$ cat src/rtl/ym2149_writer.sv
// Command-stream player for a YM2149 PSG: decodes register writes, sample waits and end-of-stream.
// Optional feature: define YM2149_WRITER_LOOP_EN to make 0x66 a loop marker instead of a terminal stop.
module ym2149_writer #(
   parameter int SAMPLE_DIV = 45,
   parameter int WR_CYCLES  = 2
) (
   input  logic       in_clk,
   input  logic       in_rst,
   input  logic [7:0] in_data,
   input  logic       in_valid,
   output logic       out_ready,
   output logic [3:0] out_reg,
   output logic [7:0] out_val,
   output logic       out_wr,
   output logic       out_done,
   output logic       out_err
);

   typedef enum logic [2:0] {
      S_OPCODE, S_ARG1, S_ARG2, S_WRITE_HI, S_WRITE_LO, S_WAIT, S_DONE
   } state_t;

   localparam logic [15:0] DIV_LAST = 16'(SAMPLE_DIV - 1);
   localparam logic [3:0]  WR_LAST  = 4'(WR_CYCLES - 1);

   state_t      r_state;
   logic        r_is_write;
   logic [7:0]  r_lo;
   logic [15:0] r_samples;
   logic [15:0] r_div;
   logic [3:0]  r_wr_cnt;
   logic [3:0]  r_reg;
   logic [7:0]  r_val;
   logic        r_wr;
   logic        r_done;
   logic        r_err;

   logic w_accepting;
   logic w_val_load;

   assign w_accepting = (r_state == S_OPCODE) || (r_state == S_ARG1) || (r_state == S_ARG2);
   assign out_ready   = w_accepting && !in_rst;

   // The value byte is forwarded while it is being accepted so out_val is settled a cycle before out_wr rises.
   assign w_val_load  = (r_state == S_ARG2) && r_is_write && in_valid && !in_rst;
   assign out_val     = w_val_load ? in_data : r_val;
   assign out_reg     = r_reg;
   assign out_wr      = r_wr;
   assign out_done    = r_done;
   assign out_err     = r_err;

   always_ff @(posedge in_clk) begin
      if (in_rst) begin
         r_state    <= S_OPCODE;
         r_is_write <= 1'b0;
         r_lo       <= 8'd0;
         r_samples  <= 16'd0;
         r_div      <= 16'd0;
         r_wr_cnt   <= 4'd0;
         r_reg      <= 4'd0;
         r_val      <= 8'd0;
         r_wr       <= 1'b0;
         r_done     <= 1'b0;
         r_err      <= 1'b0;
      end else begin
         r_err <= 1'b0;
`ifdef YM2149_WRITER_LOOP_EN
         r_done <= 1'b0;
`endif
         case (r_state)
            S_OPCODE: begin
               if (in_valid) begin
                  if (in_data == 8'hA0) begin
                     r_is_write <= 1'b1;
                     r_state    <= S_ARG1;
                  end else if (in_data == 8'h61) begin
                     r_is_write <= 1'b0;
                     r_state    <= S_ARG1;
                  end else if (in_data == 8'h62) begin
                     r_samples <= 16'd735;
                     r_div     <= 16'd0;
                     r_state   <= S_WAIT;
                  end else if (in_data == 8'h63) begin
                     r_samples <= 16'd882;
                     r_div     <= 16'd0;
                     r_state   <= S_WAIT;
                  end else if (in_data[7:4] == 4'h7) begin
                     r_samples <= {12'd0, in_data[3:0]} + 16'd1;
                     r_div     <= 16'd0;
                     r_state   <= S_WAIT;
                  end else if (in_data == 8'h66) begin
                     r_done <= 1'b1;
`ifndef YM2149_WRITER_LOOP_EN
                     r_state <= S_DONE;
`endif
                  end else begin
                     r_err <= 1'b1;
                  end
               end
            end
            S_ARG1: begin
               if (in_valid) begin
                  r_lo <= in_data;
                  if (r_is_write) begin
                     r_reg <= in_data[3:0];
                  end
                  r_state <= S_ARG2;
               end
            end
            S_ARG2: begin
               if (in_valid) begin
                  if (r_is_write) begin
                     r_val    <= in_data;
                     r_wr     <= 1'b1;
                     r_wr_cnt <= 4'd0;
                     r_state  <= S_WRITE_HI;
                  end else begin
                     r_samples <= {in_data, r_lo};
                     r_div     <= 16'd0;
                     r_state   <= S_WAIT;
                  end
               end
            end
            S_WRITE_HI: begin
               if (r_wr_cnt == WR_LAST) begin
                  r_wr     <= 1'b0;
                  r_wr_cnt <= 4'd0;
                  r_state  <= S_WRITE_LO;
               end else begin
                  r_wr_cnt <= r_wr_cnt + 4'd1;
               end
            end
            S_WRITE_LO: begin
               if (r_wr_cnt == WR_LAST) begin
                  r_wr_cnt <= 4'd0;
                  r_state  <= S_OPCODE;
               end else begin
                  r_wr_cnt <= r_wr_cnt + 4'd1;
               end
            end
            S_WAIT: begin
               // Zero-sample waits still spend one cycle here.
               if ((r_samples == 16'd0) || ((r_samples == 16'd1) && (r_div == DIV_LAST))) begin
                  r_div   <= 16'd0;
                  r_state <= S_OPCODE;
               end else if (r_div == DIV_LAST) begin
                  r_div     <= 16'd0;
                  r_samples <= r_samples - 16'd1;
               end else begin
                  r_div <= r_div + 16'd1;
               end
            end
            S_DONE: begin
               r_state <= S_DONE;
            end
            default: begin
               r_state <= S_OPCODE;
            end
         endcase
      end
   end

endmodule

$ cat config.mk
export PLATFORM = sky130hd
export DESIGN_NAME = ym2149_writer
export DESIGN_NICKNAME = d
export VERILOG_FILES = /design/src/rtl/ym2149_writer.sv
export SDC_FILE = /design/constraint.sdc
export NUM_CORES = 1
export LEC_CHECK = 0
export CORE_ASPECT_RATIO = 0.7
export CORE_MARGIN = 4
export CORE_UTILIZATION = 30
export DETAILED_ROUTE_END_ITERATION = 16
export HOLD_SLACK_MARGIN = 0.08
export MAX_ROUTING_LAYER = met4
export RECOVER_POWER = 100
export SYNTH_ARGS = -nofsm -noshare
export SYNTH_HDL_FRONTEND = slang
export SYNTH_SLANG_ARGS = --single-unit
$ cat constraint.sdc
create_clock -name in_clk -period 8.1 [get_ports in_clk]
set_input_delay 2.025 -clock in_clk [delete_from_list [all_inputs] [get_ports in_clk]]
set_output_delay 2.025 -clock in_clk [all_outputs]
set_load 0.05 [all_outputs]
Word-level counts from Yosys, hierarchy flattened --
Index checks and enable logic that the tools add are counted.
Storage, ports and cells: register bits after elaboration 63, input port bits 11, output and inout port bits 16, word-level logic and storage cells 126
Operators by class: add/subtract/negate cells 4, equality and inequality tests 29, mux-type cells 48, bitwise operators 7, reductions and logical operators 27
Operator list (number):
- 16-bit two-way mux | 20
- 16-bit case mux with 3 select lines | 2
- 3-bit two-way mux | 13
- 8-bit by 7-bit == test with 1-bit output (second input constant) | 4
- 2-bit inequality test (second input constant) | 12
- 3-bit case mux with 7 select lines | 1
- 16-bit by 1-bit adder with 16-bit output (second input constant) | 1
- 16-bit by 1-bit == test with 1-bit output (second input constant) | 1
- 16-bit by 6-bit == test with 1-bit output (second input constant) | 1
- 16-bit zero test | 1
- 16-bit by 1-bit subtractor with 16-bit output (second input constant) | 1
- 7-bit AND reduction | 2
- 4-bit two-way mux | 3
- 3-bit AND reduction | 4
- 3-bit == test (second input constant) | 3
- 9-bit AND reduction | 1
- 8-bit == test (second input constant) | 1
- 8-bit two-way mux | 1
- 4-bit case mux with 2 select lines | 1
- 8-bit AND reduction | 1
- 8-bit OR reduction | 1
- 7-bit by 1-bit inequality test with 1-bit output (second input constant) | 1
- 1-bit NOT | 7
- 3-bit by 2-bit == test with 1-bit output (second input constant) | 2
- 17 further kinds | 30

Longest topological paths before layout --
word-level depth 9, depth in mapped cells 10, depth with buffers taken out 7

Least setup slack after synthesis --
Ideal clock, no wire load.
path type in2out, from in in_valid, to out out_val[0], arrival 4.027 ns, data required time 6.075 ns, setup slack 2.048 ns, cell stages on the path 5, buffers on the path 2, path through clkbuf_1 -> and3_1 -> clkbuf_1 -> nand2_1 -> o21ai_0
Between the ends: cells in the longest elaborated chain, start to end 3
Ends and longest elaborated chain:
- start, declared | line 10 | input logic in_valid,
- 1-bit logical AND (2 in a row) | line 45 | assign w_val_load = (r_state == S_ARG2) && r_is_write && in_valid && !in_rst;
- 8-bit two-way mux | line 46 | assign out_val = w_val_load ? in_data : r_val;
- end, declared | line 13 | output logic [7:0] out_val,
No other way between the ends.

Worst setup path in the final report --
from in in_rst, to out out_val[7]
Between the ends: cells in the longest elaborated chain, start to end 3
Ends and longest elaborated chain:
- start, declared | line 8 | input logic in_rst,
- 1-bit zero test | line 45
- 1-bit logical AND | line 45
- 8-bit two-way mux | line 46
No other way between the ends.

==> impl_metrics.env <==
export IMPL_clk_latency_ps=340
export IMPL_rows=34
export IMPL_synth_area_top_cells="dfxtp_1 32%, nand2_1 5.5%, a21oi_1 5.4%"
export IMPL_max_freq_mhz=139
export IMPL_clock_skew_ps=4.65
export IMPL_synth_warnings=0
export IMPL_cts_repair_resized=0
export IMPL_area_growth_pct=15.9
export IMPL_critPathLaunchType="primary input"
export IMPL_tritoncts_num_buffers=9
export IMPL_initialDrtViolationCount=395
export IMPL_required_ps=6080
export IMPL_cp_slowest_stage_delay_ps=700
export IMPL_yosys_area_top_type="dfxtp_1"
export IMPL_min_path_type="flip-flop to flip-flop"
export IMPL_ir_drop_mv=0.116
export IMPL_routedWlPerCell_um=17.6
export IMPL_synthesis_nets=519
export IMPL_cts_clk_slew_worst_paths_ps=50
export IMPL_arrival_ps=5170
export IMPL_status="finished clean"
export IMPL_vias=3892
export IMPL_cts_sink_count=63
export IMPL_postSynthCellCount=498
export IMPL_antenna_found_initial=0
export IMPL_fill_cells=1304
export IMPL_dp_hpwl_um=8100
export IMPL_synth_distinct_cells=66
export IMPL_finalMaxSlewViolations=0
export IMPL_syn_cell_area_um2=3970
export IMPL_cts_hold_buf=0
export IMPL_setup_viol=0
export IMPL_grt_pass1_vias=3595
export IMPL_ys_seq_area_frac=0.318
export IMPL_die_width_um=145
export IMPL_drtPass1Iterations=5
export IMPL_dieArea_um2=15100
export IMPL_coreArea_um2=12700
export IMPL_fin_tns_setup_ps=0
export IMPL_gp_congestion=0.907
export IMPL_hold_viol_final=0
export IMPL_routed_wl_um=11700
export IMPL_syn_area_per_cell_um2=7.96
export IMPL_root_buffer="clkbuf_16"
export IMPL_slew_headroom=0.0968
export IMPL_ant_nets=0
export IMPL_htreeDepth=3
export IMPL_p_leak_nw=1.61
export IMPL_grt_max_degree=44
export IMPL_cp_end_kind="output pin"
export IMPL_reg_top3="r_div: 16 flops, r_samples: 16 flops"
export IMPL_synthArstFlopShare=0
export IMPL_insertedDiodeCount=0
export IMPL_min_period_ps=7200
export IMPL_grt_usage=0.157
export IMPL_rsz0062_at_grt="no"
export IMPL_initial_core_util=0.313
export IMPL_synth_ff_type="dfxtp_1"
export IMPL_synth_edf_count=0
export IMPL_crit_chain="clkdlybuf4s50_1 -> clkbuf_2 -> clkinv_1 -> buf_4 -> nand2_1 -> mux2_2 -> clkbuf_1"
export IMPL_ys_ff_latch=63
export IMPL_die_y_um=104
export IMPL_worstSetupPathType="primary input to output pin"
export IMPL_cts_buffer_depth=2
export IMPL_grt_pass1_wl_um=19100
export IMPL_fin_crit_sh=0.888
export IMPL_drive_above_1_share=0.0713
export IMPL_drcViolationCount=0
export IMPL_holdWs_ps=455
export IMPL_portBuffers=26
export IMPL_nets=521
export IMPL_tightestPinTransition_ps=1350
export IMPL_ios=27
export IMPL_power_density_nw_per_um2=263
export IMPL_grt_overflow=0
export IMPL_vias_per_cell=5.84
export IMPL_critPathSlowestCell="clkbuf_2"
export IMPL_postCtsSetupRepairBufs=0
export IMPL_synth_top_area_share=0.318
export IMPL_cts_tree="yes"
export IMPL_maxCapViolCount=0
export IMPL_path_max_fanout=43
[report_power, final]
| group | internal [mW] | switching, mW | total, mW |
|---|---|---|---|
| clock network | 0.309 | 0.144 | 0.454 |
| logic | 0.127 | 0.266 | 0.393 |
| registers | 0.329 | 0.0314 | 0.360 |
| total | 0.765 | 0.442 | 1.21 |
[synthesized netlist by cell type (5+ instances only)]
library cell	number
nand2b_1	5
a211oi_1	14
buf_2	5
or4_1	17
inv_1	17
nand4_1	9
a21oi_1	43
and3_1	5
nand3b_1	5
mux2i_1	19
mux2_2	6
clkbuf_1	31
dfxtp_1	63
o21ai_0	15
o31ai_1	18
nor3_1	14
nand3_1	17
nor2_1	30
nand2_1	58
nor4_1	9
ha_1	10
[per-stage QoR]
step	util	std cells	total power, mW	worst slack [ps]	instance area [um^2]
3_3_place_gp	0.340	651	0.748	1550	4310
6_report	0.363	667	1.21	905	4600
4_1_cts	0.367	667	1.21	1490	4650
2_1_floorplan	-	498	0.672	2050	3970
5_1_grt	0.363	667	1.27	701	4600
3_5_place_dp	0.340	651	0.758	1500	4310
[cells by family after synthesis]
| group | after synthesis | share of synthesized area |
|---|---|---|
| AND/OR/NAND/NOR | 200 | 0.270 |
| multiplexers | 27 | 0.0707 |
| buffers and inverters | 58 | 0.0584 |
| XOR/XNOR | 3 | 0.00663 |
| adder cells (fa/ha/maj) | 10 | 0.0316 |
| AO/OA/AOI/OAI | 137 | 0.245 |
| flip-flops | 63 | 0.318 |
[layout make-up]
| class | count | area [um^2] | area share |
|---|---|---|---|
| Tap cell | 162 | 203 | 0.0441 |
| Sequential cell | 63 | 1260 | 0.274 |
| Clock inverter | 3 | 90.1 | 0.0196 |
| Timing Repair Buffer | 31 | 274 | 0.0596 |
| Inverter | 18 | 67.6 | 0.0147 |
| Multi-Input combinational cell | 377 | 2450 | 0.533 |
| Clock buffer | 13 | 250 | 0.0544 |
[final timing paths]
kind,end,startpoint,cells after the start,slack [ps]
worst min-delay path,r_val[4],r_val[4],2,460
worst max register to register,r_samples[15],r_state[1],4,4540
worst max-delay path,out_val[7],in_rst,7,900
worst min register to register,r_val[4],r_val[4],2,460
[critical path, delay by kind of cell]
family / cells / cell delay (ps)
buffers and inverters: 5 / 2560
and+or+nand+nor: 1 / 330
muxes: 1 / 240
[per-layer routing]
layer | GRT usage | share of wire | vias up
met1 | 0.231 | 0.50 | 1863
met5 | - | 0 | -
met3 | 0.0401 | 0.073 | 18
met4 | 0.0481 | 0.016 | 0
li1 | - | - | 1865
met2 | 0.209 | 0.41 | 146
[cells in the final DEF (no fill, tap or decap), drive strengths merged, types with 4 or more instances in the layout]
cell            n
and3            5
o32ai           7
nand4           9
o211ai          4
ha             10
and2            4
o2111ai         4
inv            17
nor3           14
o21ai          17
dfxtp          63
dlygate4sd3    11
o31ai          19
and4            4
mux2i          19
or4            17
nand2b          5
a211oi         14
clkdlybuf4s50   7
a21oi          43
buf             5
mux2            8
clkbuf         21
nor4            9
nand3          17
nand2          59
nand3b          5
nor2           30
(Power assumes the default switching activity.)
